==> config.mk <==
export PLATFORM = sky130hd
export DESIGN_NAME = mem_arbiter_flat
export DESIGN_NICKNAME = d
export VERILOG_FILES = /design/src/rtl/mem_arbiter_pkg.sv /design/src/rtl/mem_arbiter_if.sv /design/src/rtl/mem_arbiter_rr_pick.sv /design/src/rtl/mem_arbiter.sv /design/src/flat_wrapper.sv
export SDC_FILE = /design/constraint.sdc
export NUM_CORES = 1
export LEC_CHECK = 0
export BUFFER_PORTS_ARGS = -buffer_cell sky130_fd_sc_hd__buf_2
export CAP_MARGIN = 20
export CORE_MARGIN = 2
export CORE_UTILIZATION = 42
export DETAILED_ROUTE_END_ITERATION = 8
export GPL_TIMING_DRIVEN = 0
export PLACE_DENSITY_LB_ADDON = 0.12
export SYNTH_ARGS = -nofsm -noshare
export SYNTH_HDL_FRONTEND = slang
export SYNTH_SLANG_ARGS = --single-unit
==> constraint.sdc <==
create_clock -name clk -period 1.7 [get_ports clk]
set_input_delay 0.34 -clock clk [delete_from_list [all_inputs] [get_ports clk]]
set_output_delay 0.34 -clock clk [all_outputs]
set_load 0.01 [all_outputs]
==> src/rtl/mem_arbiter_pkg.sv <==
// rtl/mem_arbiter_pkg.sv - shared types and sizes for the mem port arbiter
package mem_arbiter_pkg;

   localparam int MEM_AW = 5;
   localparam int MEM_DW = 8;

   typedef enum logic [1:0] {
      ARB_IDLE  = 2'd0,
      ARB_ISSUE = 2'd1,
      ARB_RESP  = 2'd2
   } arb_state_t;

   typedef enum logic {
      REQ_CPU = 1'b0,
      REQ_DBG = 1'b1
   } requester_t;

endpackage

==> src/rtl/mem_arbiter_if.sv <==
// rtl/mem_arbiter_if.sv - requester, mem and status signals of the mem port arbiter
interface mem_arbiter_if
   import mem_arbiter_pkg::*;
#(
   parameter int AW = MEM_AW,
   parameter int DW = MEM_DW
);
   // CPU requester
   logic          cpu_req;
   logic          cpu_we;
   logic [AW-1:0] cpu_addr;
   logic [DW-1:0] cpu_wdata;
   logic          cpu_ack;
   logic [DW-1:0] cpu_rdata;
   logic          cpu_err;

   // debug / program-loader requester
   logic          dbg_req;
   logic          dbg_we;
   logic [AW-1:0] dbg_addr;
   logic [DW-1:0] dbg_wdata;
   logic          dbg_ack;
   logic [DW-1:0] dbg_rdata;

   // mem instance side
   logic          mem_read;
   logic          mem_write;
   logic [AW-1:0] mem_addr;
   logic [DW-1:0] mem_wdata;
   logic [DW-1:0] mem_rdata;

   // status
   logic          busy;
   logic          owner;

   // arbiter side
   modport slave (
      input  cpu_req, cpu_we, cpu_addr, cpu_wdata,
      output cpu_ack, cpu_rdata, cpu_err,
      input  dbg_req, dbg_we, dbg_addr, dbg_wdata,
      output dbg_ack, dbg_rdata,
      output mem_read, mem_write, mem_addr, mem_wdata,
      input  mem_rdata,
      output busy, owner
   );

   // requesters and mem side
   modport master (
      output cpu_req, cpu_we, cpu_addr, cpu_wdata,
      input  cpu_ack, cpu_rdata, cpu_err,
      output dbg_req, dbg_we, dbg_addr, dbg_wdata,
      input  dbg_ack, dbg_rdata,
      input  mem_read, mem_write, mem_addr, mem_wdata,
      output mem_rdata,
      input  busy, owner
   );

endinterface

==> src/rtl/mem_arbiter_rr_pick.sv <==
// rtl/mem_arbiter_rr_pick.sv - combinational two-way round-robin chooser
module rr_pick
   import mem_arbiter_pkg::*;
(
   input  logic       cpu_req,
   input  logic       dbg_req,
   input  requester_t owner,
   output logic       grant_valid,
   output requester_t grant_id
);

   // a lone requester always wins; on contention the one that did not go last wins
   always_comb begin
      grant_valid = cpu_req | dbg_req;
      grant_id    = REQ_CPU;
      if (cpu_req && dbg_req) begin
         grant_id = (owner == REQ_CPU) ? REQ_DBG : REQ_CPU;
      end else if (dbg_req) begin
         grant_id = REQ_DBG;
      end
   end

endmodule

==> src/rtl/mem_arbiter.sv <==
// rtl/mem_arbiter.sv - round-robin CPU/DBG sharing of the mem port; optional MEM_ARB_WPROT_EN write protect
module mem_arbiter
   import mem_arbiter_pkg::*;
#(
   parameter int AW         = MEM_AW,
   parameter int DW         = MEM_DW,
   parameter int PROT_LIMIT = 8
) (
   input  logic          clk,
   input  logic          rst_,
   mem_arbiter_if.slave  bus
);

`ifdef MEM_ARB_WPROT_EN
   localparam bit WPROT_EN = 1'b1;
`else
   localparam bit WPROT_EN = 1'b0;
`endif

   arb_state_t    state_q, state_d;
   requester_t    owner_q, owner_d;
   logic          mem_read_q, mem_read_d;
   logic          mem_write_q, mem_write_d;
   logic [AW-1:0] addr_q, addr_d;
   logic [DW-1:0] wdata_q, wdata_d;
   logic          cpu_ack_q, cpu_ack_d;
   logic          dbg_ack_q, dbg_ack_d;
   logic          cpu_err_q, cpu_err_d;
   logic          busy_q, busy_d;
   logic          blocked_q, blocked_d;

   logic          grant_valid;
   requester_t    grant_id;
   logic          cpu_blocked;
   logic          win_we;
   logic          win_blk;
   logic [AW-1:0] win_addr;
   logic [DW-1:0] win_wdata;

   rr_pick u_rr_pick (
      .cpu_req     (bus.cpu_req),
      .dbg_req     (bus.dbg_req),
      .owner       (owner_q),
      .grant_valid (grant_valid),
      .grant_id    (grant_id)
   );

   // low-address CPU writes are refused when protection is built in; folds to 0 otherwise
   assign cpu_blocked = WPROT_EN && bus.cpu_we && (int'(bus.cpu_addr) < PROT_LIMIT);

   assign win_we    = (grant_id == REQ_DBG) ? bus.dbg_we    : bus.cpu_we;
   assign win_addr  = (grant_id == REQ_DBG) ? bus.dbg_addr  : bus.cpu_addr;
   assign win_wdata = (grant_id == REQ_DBG) ? bus.dbg_wdata : bus.cpu_wdata;
   assign win_blk   = (grant_id == REQ_CPU) && cpu_blocked;

   // next state and registered outputs: grant in IDLE, drive mem in ISSUE, ack in RESP
   always_comb begin
      state_d     = state_q;
      owner_d     = owner_q;
      addr_d      = addr_q;
      wdata_d     = wdata_q;
      blocked_d   = blocked_q;
      mem_read_d  = 1'b0;
      mem_write_d = 1'b0;
      cpu_ack_d   = 1'b0;
      dbg_ack_d   = 1'b0;
      cpu_err_d   = 1'b0;
      busy_d      = 1'b0;
      case (state_q)
         ARB_IDLE: begin
            if (grant_valid) begin
               owner_d     = grant_id;
               addr_d      = win_addr;
               wdata_d     = win_wdata;
               blocked_d   = win_blk;
               mem_write_d = win_we & ~win_blk;
               mem_read_d  = ~win_we;
               busy_d      = 1'b1;
               state_d     = ARB_ISSUE;
            end
         end
         ARB_ISSUE: begin
            cpu_ack_d = (owner_q == REQ_CPU);
            dbg_ack_d = (owner_q == REQ_DBG);
            cpu_err_d = (owner_q == REQ_CPU) & blocked_q;
            busy_d    = 1'b1;
            state_d   = ARB_RESP;
         end
         ARB_RESP: begin
            state_d = ARB_IDLE;
         end
         default: begin
            state_d = ARB_IDLE;
         end
      endcase
   end

   // state and output registers; reset leaves DBG as last owner so the CPU wins first
   always_ff @(posedge clk or negedge rst_) begin
      if (!rst_) begin
         state_q     <= ARB_IDLE;
         owner_q     <= REQ_DBG;
         mem_read_q  <= 1'b0;
         mem_write_q <= 1'b0;
         addr_q      <= '0;
         wdata_q     <= '0;
         cpu_ack_q   <= 1'b0;
         dbg_ack_q   <= 1'b0;
         cpu_err_q   <= 1'b0;
         busy_q      <= 1'b0;
         blocked_q   <= 1'b0;
      end else begin
         state_q     <= state_d;
         owner_q     <= owner_d;
         mem_read_q  <= mem_read_d;
         mem_write_q <= mem_write_d;
         addr_q      <= addr_d;
         wdata_q     <= wdata_d;
         cpu_ack_q   <= cpu_ack_d;
         dbg_ack_q   <= dbg_ack_d;
         cpu_err_q   <= cpu_err_d;
         busy_q      <= busy_d;
         blocked_q   <= blocked_d;
      end
   end

   assign bus.mem_read  = mem_read_q;
   assign bus.mem_write = mem_write_q;
   assign bus.mem_addr  = addr_q;
   assign bus.mem_wdata = wdata_q;
   assign bus.cpu_ack   = cpu_ack_q;
   assign bus.dbg_ack   = dbg_ack_q;
   assign bus.cpu_err   = cpu_err_q;
   assign bus.busy      = busy_q;
   assign bus.owner     = owner_q;
   // mem registers its output, so read data is already valid in the ack cycle
   assign bus.cpu_rdata = bus.mem_rdata;
   assign bus.dbg_rdata = bus.mem_rdata;

endmodule

==> src/flat_wrapper.sv <==
// flat-port wrapper written by rule: the top's interface ports become plain ports
module mem_arbiter_flat import mem_arbiter_pkg::*;
#(
   parameter int AW         = MEM_AW,
   parameter int DW         = MEM_DW,
   parameter int PROT_LIMIT = 8
)
  (clk, rst_, bus_cpu_req, bus_cpu_we, bus_cpu_addr, bus_cpu_wdata, bus_cpu_ack, bus_cpu_rdata, bus_cpu_err, bus_dbg_req, bus_dbg_we, bus_dbg_addr, bus_dbg_wdata, bus_dbg_ack, bus_dbg_rdata, bus_mem_read, bus_mem_write, bus_mem_addr, bus_mem_wdata, bus_mem_rdata, bus_busy, bus_owner);
  mem_arbiter_if #(.AW(AW), .DW(DW)) bus_i ();
  input  logic clk;
  input  logic rst_;
  input wire logic [$bits(bus_i.cpu_req)-1:0] bus_cpu_req;
  input wire logic [$bits(bus_i.cpu_we)-1:0] bus_cpu_we;
  input wire logic [$bits(bus_i.cpu_addr)-1:0] bus_cpu_addr;
  input wire logic [$bits(bus_i.cpu_wdata)-1:0] bus_cpu_wdata;
  output wire logic [$bits(bus_i.cpu_ack)-1:0] bus_cpu_ack;
  output wire logic [$bits(bus_i.cpu_rdata)-1:0] bus_cpu_rdata;
  output wire logic [$bits(bus_i.cpu_err)-1:0] bus_cpu_err;
  input wire logic [$bits(bus_i.dbg_req)-1:0] bus_dbg_req;
  input wire logic [$bits(bus_i.dbg_we)-1:0] bus_dbg_we;
  input wire logic [$bits(bus_i.dbg_addr)-1:0] bus_dbg_addr;
  input wire logic [$bits(bus_i.dbg_wdata)-1:0] bus_dbg_wdata;
  output wire logic [$bits(bus_i.dbg_ack)-1:0] bus_dbg_ack;
  output wire logic [$bits(bus_i.dbg_rdata)-1:0] bus_dbg_rdata;
  output wire logic [$bits(bus_i.mem_read)-1:0] bus_mem_read;
  output wire logic [$bits(bus_i.mem_write)-1:0] bus_mem_write;
  output wire logic [$bits(bus_i.mem_addr)-1:0] bus_mem_addr;
  output wire logic [$bits(bus_i.mem_wdata)-1:0] bus_mem_wdata;
  input wire logic [$bits(bus_i.mem_rdata)-1:0] bus_mem_rdata;
  output wire logic [$bits(bus_i.busy)-1:0] bus_busy;
  output wire logic [$bits(bus_i.owner)-1:0] bus_owner;
  assign bus_i.cpu_req = bus_cpu_req;
  assign bus_i.cpu_we = bus_cpu_we;
  assign bus_i.cpu_addr = bus_cpu_addr;
  assign bus_i.cpu_wdata = bus_cpu_wdata;
  assign bus_cpu_ack = bus_i.cpu_ack;
  assign bus_cpu_rdata = bus_i.cpu_rdata;
  assign bus_cpu_err = bus_i.cpu_err;
  assign bus_i.dbg_req = bus_dbg_req;
  assign bus_i.dbg_we = bus_dbg_we;
  assign bus_i.dbg_addr = bus_dbg_addr;
  assign bus_i.dbg_wdata = bus_dbg_wdata;
  assign bus_dbg_ack = bus_i.dbg_ack;
  assign bus_dbg_rdata = bus_i.dbg_rdata;
  assign bus_mem_read = bus_i.mem_read;
  assign bus_mem_write = bus_i.mem_write;
  assign bus_mem_addr = bus_i.mem_addr;
  assign bus_mem_wdata = bus_i.mem_wdata;
  assign bus_i.mem_rdata = bus_mem_rdata;
  assign bus_busy = bus_i.busy;
  assign bus_owner = bus_i.owner;
  mem_arbiter #(.AW(AW), .DW(DW), .PROT_LIMIT(PROT_LIMIT)) u_core (.clk(clk), .rst_(rst_), .bus(bus_i));
endmodule
==> results_dict.tcl <==
set metrics [dict create \
    num_io_pins 76 \
    first_iter_violations 12 \
    mostFrequentLayoutCell "buf_2" \
    finalClockSkew_ps 12.3 \
    final_area_um2 1600 \
    core-area_um2 2730 \
    drc 0 \
    critical_path.top_delay_family "simple AND/OR/NAND/NOR gates" \
    cp_data_arrival_time_ps 1660 \
    globalplace.congestion 0.742 \
    hold_violations 0 \
    area_growth_pct 34.4 \
    critical_path.slowest_cell "dfrtp_1" \
    clock_latency_ps 310 \
    portBuffers 66 \
    die-area_um2 3270 \
    stdcell_count 215 \
    crit_chain "nor2_1 > and2_4 > buf_6 > buf_12 > a31oi_4" \
    max_freq_mhz 681 \
    critPathMaxFanout 10 \
    ant_nets 0 \
    cp-start-kind "flop" \
    layout.nets 225 \
    cap_viol_max_count 0 \
    hold_class "in -> reg" \
    fin_util_pct 58.4 \
    setup_viol 0 \
    firstDrtPassIters 4 \
    postPlaceCellArea_um2 1560 \
    finalSetupTns_ps 0 \
    die_h_um 57.2 \
    path_clk_slew_ps 130 \
    dp_cells 210 \
    routed_via_density 4.77 \
    initial_utilization_pct 43.5 \
    overflow 0 \
    leakagePower_nw 0.792 \
    critPathBufInv 2 \
    wl_met2_um 1340 \
    cellPowerDensity_nw_per_um2 1520 \
    grtUsageTotal_pct 17.0 \
    status "finished clean" \
    vias 1025 \
    rsz0062_at_grt "no" \
    worstPathRequired_ps 1890 \
    cts_tree "done" \
    routed.top_layer "met4" \
    grt_max_degree 22 \
    whs_ps 218 \
    antenna_found_initial 0 \
    ir_drop_mv 0.793 \
    wl_met3_um 200 \
    cts_resized 0 \
    finalCritPeriodShare_pct 86.4 \
    syn_nets 153 \
    hpwl_um 2060 \
    syn-cell-area_um2 1190 \
    period_minus_slack_ps 1470 \
    placementRows 19 \
    root_buffer "clkbuf_4" \
    critical_path.max_stage_delay_ps 410 \
    layout-drive-gt1-share_pct 57.1 \
    cts_buffer_depth 2 \
    netlist_instances 113 \
    synth_cell_types 20 \
    final_cell_mix "70 x buf_2, 26 x nand2_1, 20 x dfrtp_1, 17 x buf_4, 14 x a21oi_1" \
    crit_type "reg -> reg" \
    wl_met1_um 1050 \
    seq_area_frac_synth_pct 44.3 \
    ys_warn_count 0 \
    cts.sinks 21 \
    syn_avg_cell_area_um2 10.5 \
    numCtsBuffers 3 \
    grt_pass1_wl_um 4350 \
    slew_violations 0 \
    avgRoutedWirePerCell_um 12.1 \
    fp.dieW_um 57.2 \
    diodes 0 \
    cts_max_level 1 \
    routed_wirelength_um 2600 \
    end_kind "flop" \
    grt_pass1_vias 1043 \
    synth-seq-cells 21 \
]
[report_power, final]
group | internal [W] | leakage, nW | total [W] | switching, W
clock | 0.0000895 | 0.0139 | 0.000247 | 0.000158
combinational | 0.000615 | 0.533 | 0.00131 | 0.000696
sequential | 0.000743 | 0.245 | 0.000868 | 0.000124
[logic make-up after synthesis]
logic type | share of synthesized area, %
compound gates | 26.1
other cells | 0.315
simple gates | 13.1
flops | 44.3
mux | 0.842
buf+inv | 15.4
[per-layer routing]
layer | GRT usage, % | vias to the layer above
li1 | - | 503
met3 | 3.40 | 2
met4 | 5.65 | 0
met2 | 32.2 | 44
met5 | 0 | -
met1 | 18.9 | 476
[stage by stage]
stage	worst slack (ps)	total power (W)
final	231	0.00243
after global routing	145	0.00260
after CTS	228	0.00246
after detailed placement	167	0.00221
after global placement	202	0.00216
after floorplan	416	0.00179
[final timing paths]
| path | slack (ps) | cells after the start | from | end |
|---|---|---|---|---|
| hold reg to reg | 460 | 1 | u_core.state_q[1] | u_core.bus.busy |
| setup reg to reg | 230 | 5 | u_core.state_q[0] | u_core.bus.mem_wdata[7] |
| setup / recovery | 230 | 5 | u_core.state_q[0] | u_core.bus.mem_wdata[7] |
| min in group asynchronous | 490 | 2 | rst_ | u_core.bus.dbg_ack |
| hold / removal | 220 | 2 | bus_cpu_req | u_core.bus.owner |
| max in group asynchronous | 870 | 2 | rst_ | u_core.bus.owner |
[registers in the layout (all words and copies together) (netlist names)]
register              cells
u_core.bus.busy           1
u_core.bus.cpu_ack        1
u_core.bus.dbg_ack        1
u_core.bus.mem_addr       5
u_core.bus.mem_read       1
u_core.bus.mem_wdata      8
u_core.bus.mem_write      1
u_core.bus.owner          1
u_core.state_q            2
[worst register-to-register path, delay by kind of cell, from the launching register on]
family / cells / cell delay, ps
DFF: 1 / 410
and+or+nand+nor: 2 / 580
AOI/OAI and AO/OA: 1 / 80
buffers and inverters: 2 / 290
[cell type report]
cell class | count | area, um2
clock inverter | 1 | 7.51
buffer | 24 | 183
clock buffer | 3 | 22.5
sequential | 21 | 527
tap | 31 | 38.8
timing repair buffer | 67 | 340
fill | 245 | 1140
multi-input combinational | 68 | 479
[cells in the mapped netlist (all sizes together)]
cell type,n,area [um2]
nor2b,3,18.8
dfrtp,20,500
conb,1,3.75
buf,23,179
clkbuf,1,3.75
nand2,26,97.6
a21oi,14,70.1
dfstp,1,26.3
nor2,3,11.3
a21bo,1,10.0
and2,3,21.3
mux2i,1,10.0
or2,1,6.26
a31oi,14,223
a21boi,1,7.51
[what timing repair did]
item,4_1_cts,5_1_grt
setup buffers,0,0
hold endpoints to repair,20,0
hold buffers,1,0
Note: power is estimated with default switching activity, not from simulation.
